### src/rtl/pipe_stage_reg.sv
// Two-entry pipeline stage register: a main register drives the outputs and a skid register
// absorbs one entry under downstream stall so in_ready never depends on out_ready.
module pipe_stage_reg #(
  parameter int unsigned CTRL_W = 21,
  parameter int unsigned DATA_W = 160,
  parameter int unsigned CNT_W  = 16
) (
  input  logic              clk,
  input  logic              reset,
  input  logic              flush,
  input  logic              in_valid,
  output logic              in_ready,
  input  logic [CTRL_W-1:0] in_ctrl,
  input  logic [DATA_W-1:0] in_data,
  output logic              out_valid,
  input  logic              out_ready,
  output logic [CTRL_W-1:0] out_ctrl,
  output logic [DATA_W-1:0] out_data,
  input  logic              cnt_clr,
  output logic [CNT_W-1:0]  bubble_count
);

  logic              main_valid_q, main_valid_d;
  logic [CTRL_W-1:0] main_ctrl_q, main_ctrl_d;
  logic [DATA_W-1:0] main_data_q, main_data_d;
  logic              skid_valid_q, skid_valid_d;
  logic [CTRL_W-1:0] skid_ctrl_q, skid_ctrl_d;
  logic [DATA_W-1:0] skid_data_q, skid_data_d;
  logic              in_ready_q, in_ready_d;
  logic [CNT_W-1:0]  bubble_q, bubble_d;
  logic              accept;
  logic              main_load;

  assign accept    = in_valid & in_ready_q;
  assign main_load = ~main_valid_q | out_ready;

  always_comb begin
    main_valid_d = main_valid_q;
    main_ctrl_d  = main_ctrl_q;
    main_data_d  = main_data_q;
    skid_valid_d = skid_valid_q;
    skid_ctrl_d  = skid_ctrl_q;
    skid_data_d  = skid_data_q;
    if (flush) begin
      main_valid_d = 1'b0;
      main_ctrl_d  = '0;
      main_data_d  = '0;
      skid_valid_d = 1'b0;
      skid_ctrl_d  = '0;
      skid_data_d  = '0;
    end else if (main_load) begin
      if (skid_valid_q) begin
        main_valid_d = 1'b1;
        main_ctrl_d  = skid_ctrl_q;
        main_data_d  = skid_data_q;
        // A same-cycle accept queues behind the entry leaving the skid.
        if (accept) begin
          skid_ctrl_d = in_ctrl;
          skid_data_d = in_data;
        end else begin
          skid_valid_d = 1'b0;
        end
      end else if (accept) begin
        main_valid_d = 1'b1;
        main_ctrl_d  = in_ctrl;
        main_data_d  = in_data;
      end else begin
        main_valid_d = 1'b0;
      end
    end else if (accept) begin
      skid_valid_d = 1'b1;
      skid_ctrl_d  = in_ctrl;
      skid_data_d  = in_data;
    end
  end

  // in_ready is its own flop so it carries no path from out_ready.
  assign in_ready_d = ~skid_valid_d;

  always_comb begin
    bubble_d = bubble_q;
    if (cnt_clr) begin
      bubble_d = '0;
    end else if (!main_valid_q && (bubble_q != {CNT_W{1'b1}})) begin
      bubble_d = bubble_q + 1'b1;
    end
  end

  always_ff @(posedge clk or posedge reset) begin
    if (reset) begin
      main_valid_q <= 1'b0;
      main_ctrl_q  <= '0;
      main_data_q  <= '0;
      skid_valid_q <= 1'b0;
      skid_ctrl_q  <= '0;
      skid_data_q  <= '0;
      in_ready_q   <= 1'b1;
      bubble_q     <= '0;
    end else begin
      main_valid_q <= main_valid_d;
      main_ctrl_q  <= main_ctrl_d;
      main_data_q  <= main_data_d;
      skid_valid_q <= skid_valid_d;
      skid_ctrl_q  <= skid_ctrl_d;
      skid_data_q  <= skid_data_d;
      in_ready_q   <= in_ready_d;
      bubble_q     <= bubble_d;
    end
  end

  assign in_ready     = in_ready_q;
  assign out_valid    = main_valid_q;
  assign out_ctrl     = main_ctrl_q;
  assign out_data     = main_data_q;
  assign bubble_count = bubble_q;

endmodule

### config.mk
export PLATFORM = sky130hd
export DESIGN_NAME = pipe_stage_reg
export DESIGN_NICKNAME = d
export VERILOG_FILES = /design/src/rtl/pipe_stage_reg.sv
export SDC_FILE = /design/constraint.sdc
export NUM_CORES = 1
export LEC_CHECK = 0
export BUFFER_PORTS_ARGS = -buffer_cell sky130_fd_sc_hd__buf_2
export CAP_MARGIN = 15
export CELL_PAD_IN_SITES_DETAIL_PLACEMENT = 0
export CELL_PAD_IN_SITES_GLOBAL_PLACEMENT = 1
export CORE_MARGIN = 3
export CORE_UTILIZATION = 45
export CTS_CLUSTER_DIAMETER = 40
export DETAILED_ROUTE_END_ITERATION = 16
export MAX_ROUTING_LAYER = met4
export PLACE_DENSITY_LB_ADDON = 0.1
export SETUP_SLACK_MARGIN = 0.3
export SLEW_MARGIN = 20
export SYNTH_ARGS = -nofsm -noshare
export SYNTH_HDL_FRONTEND = slang
export SYNTH_SLANG_ARGS = --single-unit
### constraint.sdc
create_clock -name clk -period 34.7 [get_ports clk]
set_clock_uncertainty 0.15 [all_clocks]
set_input_delay 3.47 -clock clk [delete_from_list [all_inputs] [get_ports clk]]
set_output_delay 3.47 -clock clk [all_outputs]
set_load 0.05 [all_outputs]
After elaboration in Yosys (flattened, before gate mapping)
Index checks and enable logic that the tools add are counted.
{ "word_totals": {"elab_cells": 47, "regBits": 381, "out_inout_bits": 199, "in_bits": 187} }
{ "classes": {"n_addsub": 1, "eq_ne": 2, "n_mux": 26, "reduce_logical": 6, "bitwise_logic": 4} }
{ "ops": {"columns": ["op", "n"], "rows": [
  ["160-bit 2-to-1 mux", 8],
  ["21-bit 2-to-1 mux", 8],
  ["16-bit 2-to-1 mux", 2],
  ["16-bit by 1-bit adder with 16-bit output (second input constant)", 1],
  ["16-bit inequality test (second input constant)", 1],
  ["1-bit 2-to-1 mux", 8],
  ["2-bit nonzero test", 2],
  ["3-bit inequality test (second input constant)", 1],
  ["3-bit nonzero test", 1],
  ["1-bit NOT", 2],
  ["2-bit AND reduction", 1],
  ["1-bit AND", 1],
  ["1-bit logical AND", 1],
  ["1-bit zero test", 1],
  ["1-bit bitwise OR", 1]
]} }

Longest topological paths before layout
Gate-level depths: netlist of run 1.
{ "depth": {"ltp_word": 6, "mapped_depth": 8, "depth_no_buf": 5} }

Least setup slack after synthesis of run 1
OpenSTA, ideal clock, no wires.
{ "synth_timing": {"path_type": "input to register", "from": "in out_ready", "to": "reg skid_ctrl_q[0]", "path_buffers": 3, "setup_time_ns": 0.078, "required_time_ns": 34.472, "cell_stages": 7, "arrival_time_ns": 4.436, "slack_ns": 30.036, "path_cell_list": "nand2b_1 -> a21oi_1 -> buf_2 -> buf_2 -> buf_2 -> nand2_1 -> a21oi_1"} }
{ "synth_between": {"elab_chain_cells": 3, "elab_cells_between_ends": 4, "cone_classes": "eq/ne: 1; mux: 2; bitwise: 1"} }
{ "synth_lines": {"columns": ["item", "line_no", "rtl"], "rows": [
  ["from (decl)", "16", "input logic out_ready,"],
  ["1-bit bitwise OR (*)", "35", "assign main_load = ~main_valid_q | out_ready;"],
  ["21-bit 2-to-1 mux", "51", "end else if (main_load) begin"],
  ["21-bit 2-to-1 mux", "44", "if (flush) begin"],
  ["to (signal assigned)", "104", "skid_ctrl_q <= skid_ctrl_d;"],
  ["to (decl)", "27", "logic [CTRL_W-1:0] skid_ctrl_q, skid_ctrl_d;"]
]} }
Every way passes the cells marked *; elsewhere a longest branch is shown, timed or not.
A chain may end at the register's enable or synchronous reset.

Worst setup path in the final report of run 1
{ "layout_timing": {"from": "in in_valid", "to": "reg main_data_q[41] (netlist: out_data[41])"} }
{ "layout_between": {"elab_chain_cells": 3} }
{ "layout_lines": {"columns": ["item", "line_no", "rtl"], "rows": [
  ["from (decl)", "11", "input logic in_valid,"],
  ["1-bit AND", "34", "assign accept = in_valid & in_ready_q;"],
  ["3-bit nonzero test (no line)", null, null],
  ["2-bit AND reduction (no line)", null, null],
  ["to (signal assigned)", "102", "main_data_q <= main_data_d;"],
  ["to (decl)", "25", "logic [DATA_W-1:0] main_data_q, main_data_d;"]
]} }
Every way passes these cells.

==> results of run 1 <==
==> cell type report <==
type / count / area [um2]
fillers: 3343 / 15700
flip-flops and latches: 381 / 9540
multi-input cells: 1171 / 6660
repair buffers: 402 / 2070
clock buffers: 73 / 1650
well taps: 468 / 586
clock inverters: 35 / 419
diodes: 16 / 40.0
inverters: 3 / 18.8
==> power by group through the flow <==
stage	registers (mW)	logic, mW	clock network, mW
after floorplan	0.562	0.0731	0
after global placement	0.495	0.196	0
after detailed placement	0.495	0.198	0
after CTS	0.488	0.198	0.624
after global routing	0.491	0.212	0.644
final	0.488	0.196	0.610
==> cells in the mapped netlist (all sizes together) <==
cell type / number / share of area, %
nor3: 5 / 0.15
nor4: 2 / 0.11
and3: 2 / 0.074
dfstp: 1 / 0.16
a31oi: 1 / 0.037
nor2: 188 / 4.2
o31ai: 4 / 0.18
inv: 3 / 0.067
or3: 5 / 0.19
and4b: 1 / 0.067
nand2: 373 / 8.3
o41ai: 1 / 0.052
a211oi: 182 / 8.1
and4: 2 / 0.11
o21bai: 1 / 0.045
xor2: 1 / 0.052
or4: 3 / 0.13
nand3: 2 / 0.059
mux2i: 183 / 11
mux2: 1 / 0.067
buf: 79 / 2.4
nor3b: 1 / 0.045
a21oi: 193 / 5.7
nor2b: 3 / 0.11
ha: 1 / 0.074
a21o: 2 / 0.089
nand2b: 1 / 0.037
or3b: 1 / 0.052
dfrtp: 380 / 57
o21ai: 7 / 0.21
nand4: 5 / 0.19
clkbuf: 66 / 1.5
==> cell families after synthesis <==
family,Yosys count
AO/OA/AOI/OAI,391
flip-flops,381
XOR/XNOR,1
buffers and inverters,148
adder cells (fa/ha/maj),1
AND/OR/NAND/NOR,594
multiplexers,184
==> worst max path at each step <==
stage          slack (ns)               to  cells after the start  startpoint
2_1_floorplan       20.50  bubble_count[0]                      1       reset
3_5_place_dp        27.74     out_data[41]                      8    in_valid
5_1_grt             27.99     out_data[51]                      8    in_valid
3_3_place_gp        27.82     out_ctrl[16]                      8    in_valid
4_1_cts             28.37     out_data[41]                      8    in_valid
6_report            28.30     out_data[41]                      8    in_valid
==> sequential cells by signal, indices dropped and copies added (netlist names) <==
name and flops:
out_ctrl 21, skid_valid_q 1, bubble_count 16, in_ready 1, skid_data_q 160, skid_ctrl_q 21
out_data 160, out_valid 1
==> critical path, stage by stage <==
cell and delay, ns:
buf_2 0.07, nand2_1 0.16, a21oi_4 0.18, buf_4 0.66, buf_4 0.89, buf_4 0.78
nor2_1 0.09, a211oi_1 0.25
==> through the flow <==
step | worst slack [ns] | std cells | cell area, um2 | hold WS (ns) | utilization [%]
detailed placement | 27.74 | 2425 | 18900 | 0.365 | 51.4
CTS | 28.37 | 2533 | 20900 | 0.372 | 57.1
global placement | 27.82 | 2425 | 18900 | 0.359 | 51.4
finish | 28.30 | 2549 | 21000 | 0.368 | 57.2
floorplan | 20.50 | 1700 | 16800 | 0.351 | -
global route | 27.99 | 2549 | 21000 | 0.385 | 57.2
==> routing by layer <==
layer | wire length (um) | part of all wire (%) | GRT usage [%]
met5 | 0 | 0 | -
met4 | 1390 | 3.0 | 9.51
met3 | 3490 | 7.5 | 7.00
met2 | 21700 | 47 | 35.3
met1 | 20000 | 43 | 31.0
==> results.json, run 1 <==
{
  "synth-xor-area-share_pct": 0.0521,
  "dieArea_um2": 39700,
  "relSlewSlack_pct": 29.2,
  "syn_area_um2": 16800,
  "vias_per_cell": 5.24,
  "synthSimpleGateAreaFrac_pct": 13.9,
  "p_leak_nw": 9.47,
  "setup_viol": 0,
  "crit_fanout": 103,
  "grt_pass1_vias": 13200,
  "drt_pass1_iterations": 5,
  "hold_buffers": 0,
  "ant_nets": 0,
  "clock_latency_ns": 0.58,
  "period_share_pct": 18.5,
  "grt_pass1_wl_mm": 73.4,
  "hold_violations": 0,
  "critical_path_class": "primary input to flop",
  "ctsResizeCount": 0,
  "reg2reg_setup_slack_ns": 30.20,
  "postSynthNetCount": 1888,
  "arrival_ns": 6.74,
  "syn2layout_area_growth_pct": 24.7,
  "cts-root-buf": "clkbuf_16",
  "critPathCaptureType": "flop",
  "hp-start": "skid_data_q[14]",
  "layout-drive-gt1-share_pct": 25.1,
  "p_total_mw": 1.29,
  "hold-path-cell-count": 2,
  "clockPowerShare_pct": 47.2,
  "holdPathEnd": "skid_data_q[14]",
  "drc": 0,
  "reg2reg_to": "out_data[41]",
  "clkTransAtPathRegs_ns": 0.05,
  "p_comb_share_pct": 15.1,
  "syn_area_per_cell_um2": 9.90,
  "cts_tree": "built",
  "routed_wl_mm": 46.5,
  "synth-seq-cells": 381,
  "hold_class": "flop to flop",
  "power-per-cell-area_nw_per_um2": 61.7,
  "dp_hpwl_mm": 28.5,
  "synth_cell_types": 38,
  "mostFrequentLayoutCell": "buf_2",
  "worst_pin_slew_ns": 1.06,
  "grt.total_usage_pct": 23.8,
  "max-cap-violations": 0,
  "ys_seq_area_share_pct": 56.7,
  "p_sw_share_pct": 29.1,
  "fp.dieW_um": 199,
  "rsz0062_at_grt": "false",
  "die_h_um": 199,
  "synth_fa_ha_area_share_pct": 0.0744,
  "wl_per_cell_um": 18.2,
  "synth_top_family_by_area": "compound AO/OA/AOI/OAI gates",
  "r2r_start": "skid_valid_q",
  "gp_congestion": 0.786,
  "grt_overflow": 0,
  "r2r_cells": 7,
  "num_vias": 13400,
  "p_switching_uw": 377,
  "cts_setup_buffers": 0,
  "initial_core_util_pct": 45.8,
  "crit_path_start_kind": "primary input",
  "ir_worst_vdd_uv": 43.5,
  "pin_count": 386,
  "slew_viol_final": 0,
  "rows": 70,
  "cts_max_path_buffers": 3,
  "place.port_buffers": 385,
  "cts.sinks": 381,
  "final_cell_mix": "buf_2, dfrtp_1, nand2_1",
  "status": "completed",
  "numCtsBuffers": 59,
  "htreeDepth": 2,
  "antenna_found_initial": 16,
  "synth_warnings": 0,
  "coreArea_um2": 36700,
  "syn-instance-count": 1700,
  "fin_crit_ns": 6.40,
  "drt_iter0_drc": 817,
  "required_ns": 35.03,
  "muxShareOfSynthArea_pct": 11.0,
  "grt_max_degree": 166,
  "tns_ns": 0,
  "intPower_uw": 917,
  "fmax_ghz": 0.156,
  "synth-compound-area-share_pct": 14.5,
  "p_seq_share_pct": 37.7,
  "nets": 2206
}
Power figures use the tool's default switching activity.
==> inputs of run 2 (changes only) <==
Settings changed: ABC_AREA set to 1, CORE_UTILIZATION 45 to 40.
Clock period 34.7 ns to 6.45 ns, I/O delays scaled along.
==> run 2 against run 1 <==
Effect of this change: combinational power grew to 5.2 times the previous value; register-to-register slack got worse by 27 ns; via count up 13%; wire length is 10% higher; critical path depth decreased by 1; clock-buffer cell count did not move; cell area increased by 2.0%; hold slack got worse by 0.26 ns; non-clock buffer count stayed put; area after synthesis increased by 0.96%; global-route usage down 0.75 points; final cell count increased by 16%.
==> results.json, run 2 <==
{
  "status": "completed",
  "required_ns": 6.81,
  "vias_per_cell": 5.10,
  "post-route-util_pct": 51.7,
  "hold_violations": 0,
  "stdcell_area_um2": 21400,
  "relSlewSlack_pct": 28.2,
  "ys_seq_area_share_pct": 56.1,
  "drt_iter0_drc": 1276,
  "slew_viol_final": 0,
  "synth-edff-count": 0,
  "hp-start": "in_data[151]",
  "synth-seq-cells": 381,
  "wl_per_cell_um": 17.4,
  "dieArea_um2": 45000,
  "syn-instance-count": 2046,
  "postSynthNetCount": 2234,
  "clkTransAtPathRegs_ns": 0.06,
  "p_leak_nw": 10.4,
  "clock_latency_ns": 0.61,
  "coreArea_um2": 41400,
  "grt_pass1_vias": 14400,
  "crit_top_cell": "buf_4",
  "place.port_buffers": 385,
  "setup_viol": 0,
  "cp_slowest_stage_delay_ns": 0.89,
  "syn_area_um2": 17000,
  "hold_class": "primary input to flop",
  "crit_path_start": "skid_valid_q",
  "grt.total_usage_pct": 23.1,
  "dp_hpwl_mm": 31.7,
  "gp_congestion": 0.798,
  "yosysTopAreaCell": "dfrtp_1",
  "ant_nets": 0,
  "cp_num_buf_inv": 3,
  "ys_top_cells_by_area": "dfrtp_1, o21ai_0, nand2_1",
  "tns_ns": 0,
  "power-per-cell-area_nw_per_um2": 334,
  "grt_max_degree": 177,
  "pin_count": 386,
  "initial_core_util_pct": 41.0,
  "period_share_pct": 56.8,
  "worst_pin_slew_ns": 1.08,
  "nets": 2548,
  "ir_worst_vdd_uv": 196,
  "mostFrequentLayoutCell": "o21ai_0",
  "max-cap-violations": 0,
  "crit_path_start_kind": "flop",
  "rsz0062_at_grt": "false",
  "synth_top_area_share_pct": 56.0,
  "holdWs_ns": 0.107,
  "num_vias": 15100,
  "syn_area_per_cell_um2": 8.30,
  "antenna_found_initial": 12,
  "numCtsBuffers": 61,
  "yosysMostFrequentCell": "o21ai_0",
  "cts-root-buf": "clkbuf_16",
  "synth_warnings": 0,
  "cts_max_path_buffers": 3,
  "synth_commonest_cells": "o21ai_0, nand2_1, dfrtp_1",
  "crit_slowest_cell": "buf_4",
  "grt_overflow": 0,
  "htreeDepth": 2,
  "fin_crit_ns": 3.67,
  "die_h_um": 212,
  "synth_flop_cell": "dfrtp_1",
  "syn2layout_area_growth_pct": 26.0,
  "fmax_ghz": 0.273,
  "r2r_start": "skid_valid_q",
  "synth_cell_types": 24,
  "drc": 0,
  "grt_pass1_wl_mm": 80.4,
  "arrival_ns": 4.03,
  "dpl_cell_area_um2": 19100,
  "critical_path_class": "flop to flop",
  "path_cells": "inv_1, nand2_1, nand2_4, buf_4, buf_4, nand3_1, o31ai_1",
  "fp.dieW_um": 212,
  "critPathCaptureType": "flop",
  "crit_fanout": 101,
  "ctsResizeCount": 0,
  "cts.sinks": 381,
  "reg2reg_setup_slack_ns": 2.78,
  "layout-drive-gt1-share_pct": 21.9,
  "routed_wl_mm": 51.4,
  "async_flop_share_pct": 100,
  "crit_family": "buffers and inverters",
  "rows": 74,
  "cts_tree": "built",
  "final_cell_mix": "o21ai_0, nand2_1, buf_2",
  "drt_pass1_iterations": 5
}
-- run 2: final cells by class --
class,count,area (um2)
Antenna cell,12,30.0
Clock buffer,73,1660
Clock inverter,43,577
Fill cell,4068,20000
Inverter,205,777
Multi-Input combinational cell,1309,6060
Sequential cell,381,9540
Tap cell,532,666
Timing Repair Buffer,402,2080
-- run 2: final timing paths --
check	end	depth (start not counted)
max	out_data[154]	7
min	skid_data_q[151]	3
max reg2reg	out_data[154]	7
min reg2reg	skid_data_q[5]	2
max in group asynchronous	skid_data_q[138]	4
min in group asynchronous	skid_data_q[86]	3
-- run 2: per-stage QoR --
step	setup slack, ns	std cells	power, mW
floorplan	0.536	2046	3.36
global placement	2.90	2828	3.68
detailed placement	2.83	2828	3.69
CTS	2.78	2945	7.25
global route	2.52	2957	7.44
finish	2.78	2957	7.15
-- run 2: metal layers --
layer / routed length (um) / part of all wire [%] / track usage (%) / vias up
met3: 3620 / 7.0 / 4.96 / 86
met5: 0 / 0 / - / -
li1: - / - / - / 7324
met4: 1530 / 3.0 / 8.13 / 0
met2: 23700 / 46 / 34.3 / 444
met1: 22500 / 44 / 31.5 / 7239
-- run 2: repair_timing --
action | 4_1_cts | 5_1_grt
setup buffers | 0 | 0
hold buffers | 1 | 0
endpoints found under the hold margin | 13 | 0
-- run 2: cell families (layout without fill, tap and decap cells) --
| family | after synthesis | in the layout | share of synthesized area, % |
|---|---|---|---|
| buf+inv | 356 | 723 | 8.26 |
| compound gates | 551 | 551 | 17.7 |
| fa+ha+maj | 1 | 1 | 0.0737 |
| simple gates | 755 | 755 | 17.7 |
| other cells | 0 | 12 | 0 |
| flops | 381 | 381 | 56.1 |
| xor+xnor | 2 | 2 | 0.103 |
-- run 2: report_power, final --
part | total, mW | switching (mW) | internal, mW
logic | 1.01 | 0.783 | 0.226
clock network | 3.51 | 1.23 | 2.29
registers | 2.63 | 0.0941 | 2.54
total | 7.15 | 2.10 | 5.05
-- run 2: worst reg2reg max path, delay by kind of cell (launching register included) --
kind / cells / cell delay, ns
AO/OA/AOI/OAI: 1 / 0.12
buffers and inverters: 3 / 1.90
AND/OR/NAND/NOR: 3 / 0.63
flip-flops: 1 / 0.77
==> inputs of run 3 (changes only) <==
Clock period 6.45 ns to 3.7 ns, I/O delays scaled along.
==> run 3 against run 2 <==
Effect of this change: clock power is 88% higher; worst setup slack worse by 1.6 ns; final cell count is 6.5% higher; combinational power is 93% higher; highest routed layer unchanged; via count is 4.2% higher.
==> results.json, run 3 (synthesis results as in run 2) <==
{
  "status": "completed",
  "cts_tree": "built",
  "grt_max_degree": 199,
  "stdcell_area_um2": 23600,
  "relSlewSlack_pct": 27.8,
  "clock_latency_ns": 0.58,
  "crit_fanout": 104,
  "holdWs_ns": 0.0422,
  "ir_worst_vdd_uv": 292,
  "max-cap-violations": 0,
  "reg2reg_to": "out_data[152]",
  "dpl_cell_area_um2": 19300,
  "p_leak_nw": 11.3,
  "holdPathEnd": "skid_valid_q",
  "crit_path_start_kind": "flop",
  "dp_hpwl_mm": 31.7,
  "drc": 0,
  "worst_pin_slew_ns": 1.08,
  "required_ns": 4.00,
  "coreArea_um2": 41400,
  "cts-root-buf": "clkbuf_16",
  "routed_wl_mm": 53.0,
  "vias_per_cell": 4.99,
  "r2r_start": "skid_valid_q",
  "nets": 2745,
  "grt_pass1_vias": 15400,
  "wl_per_cell_um": 16.8,
  "period_share_pct": 69.3,
  "pin_count": 386,
  "power-per-cell-area_nw_per_um2": 557,
  "drt_pass1_iterations": 7,
  "fp.dieW_um": 212,
  "grt_overflow": 0,
  "stdcell_count": 3149,
  "fill_cells": 3812,
  "die_h_um": 212,
  "cts.sinks": 381,
  "critPathCaptureType": "flop",
  "hp-start": "out_ready",
  "syn2layout_area_growth_pct": 38.8,
  "multi_input_area_um2": 6060,
  "dp_slack_ns": 1.16,
  "place.port_buffers": 385,
  "grt_pass1_wl_mm": 84.4,
  "layout-drive-gt1-share_pct": 20.6,
  "initial_core_util_pct": 41.0,
  "ctsResizeCount": 0,
  "critical_path_class": "flop to flop",
  "gp_congestion": 0.799,
  "ant_nets": 0,
  "rows": 74,
  "fmax_ghz": 0.390,
  "place_inst": 2838,
  "reg2reg_setup_slack_ns": 1.14,
  "mostFrequentLayoutCell": "o21ai_0",
  "hold_class": "primary input to flop",
  "hold-path-cell-count": 3,
  "rsz0062_at_grt": "false",
  "clkTransAtPathRegs_ns": 0.05,
  "grt.total_usage_pct": 24.0,
  "r2r_cells": 4,
  "arrival_ns": 2.87,
  "postLayoutSetupSlackWorst_ns": 1.14,
  "register_area_um2": 9540,
  "dieArea_um2": 45000,
  "antenna_found_initial": 8,
  "slew_viol_final": 0,
  "numCtsBuffers": 66,
  "cts_max_path_buffers": 3,
  "drt_iter0_drc": 1437,
  "final_cell_mix": "o21ai_0, nand2_1, buf_2",
  "setup_viol": 0,
  "fin_crit_ns": 2.56,
  "htreeDepth": 3,
  "hold_violations": 0,
  "num_vias": 15700
}
-- run 3: cell count changes in the layout (fill, tap and decap cells not counted), sizes merged, moves of 4 or more --
| cell | previous run | this run |
|---|---|---|
| dlygate4sd3 | 1 | 183 |
| buf | 401 | 411 |
| clkinv | 19 | 14 |
| clkbuf | 73 | 77 |
| inv | 208 | 212 |
-- run 3: repair_timing --
| item | CTS | global route |
|---|---|---|
| setup endpoints to repair | 0 | 0 |
| setup buffers | 0 | 0 |
| endpoints found under the hold margin | 253 | 0 |
| hold buffers | 183 | 0 |
-- run 3: power by group --
| part | internal, mW | switching, mW | total (mW) |
|---|---|---|---|
| registers | 4.42 | 0.151 | 4.57 |
| clock network | 4.41 | 2.19 | 6.59 |
| logic | 0.542 | 1.41 | 1.95 |
| total | 9.37 | 3.75 | 13.1 |
-- run 3: cell type report --
cell class / instances / share of cell area, %
diodes: 9 / 0.0956
clock buffers: 77 / 7.44
clock inverters: 42 / 2.74
inverters: 205 / 3.29
multi-input cells: 1309 / 25.7
flip-flops and latches: 381 / 40.5
well taps: 532 / 2.82
repair buffers: 594 / 17.4
-- run 3: worst max path at each step --
stage | start | to | slack, ns
2_1_floorplan | reset | bubble_count[0] | -1.94
3_5_place_dp | skid_valid_q | out_data[152] | 1.16
5_1_grt | skid_valid_q | out_data[152] | 0.84
3_3_place_gp | skid_valid_q | out_data[126] | 1.25
4_1_cts | skid_valid_q | out_data[152] | 1.15
6_report | skid_valid_q | out_data[152] | 1.14
-- run 3: worst max-delay path, cell delays in order, from the launching register on --
cell,delay (ns)
dfrtp_4,0.43
buf_4,0.72
buf_4,0.61
o21ai_0,0.18
o31ai_1,0.29
-- run 3: routing by layer --
| metal | wire (um) | global-route usage [%] |
|---|---|---|
| met1 | 23800 | 32.5 |
| met2 | 24500 | 36.6 |
| met3 | 3200 | 4.99 |
| met4 | 1460 | 7.51 |
| met5 | 0 | - |
-- run 3: stage by stage --
stage	setup TNS, ns	power [mW]	utilization [%]
after floorplan	-737.43	5.86	-
after global placement	0	6.44	46.7
after detailed placement	0	6.45	46.7
after CTS	0	13.3	56.9
after global routing	0	13.6	56.9
final	0	13.1	57.0
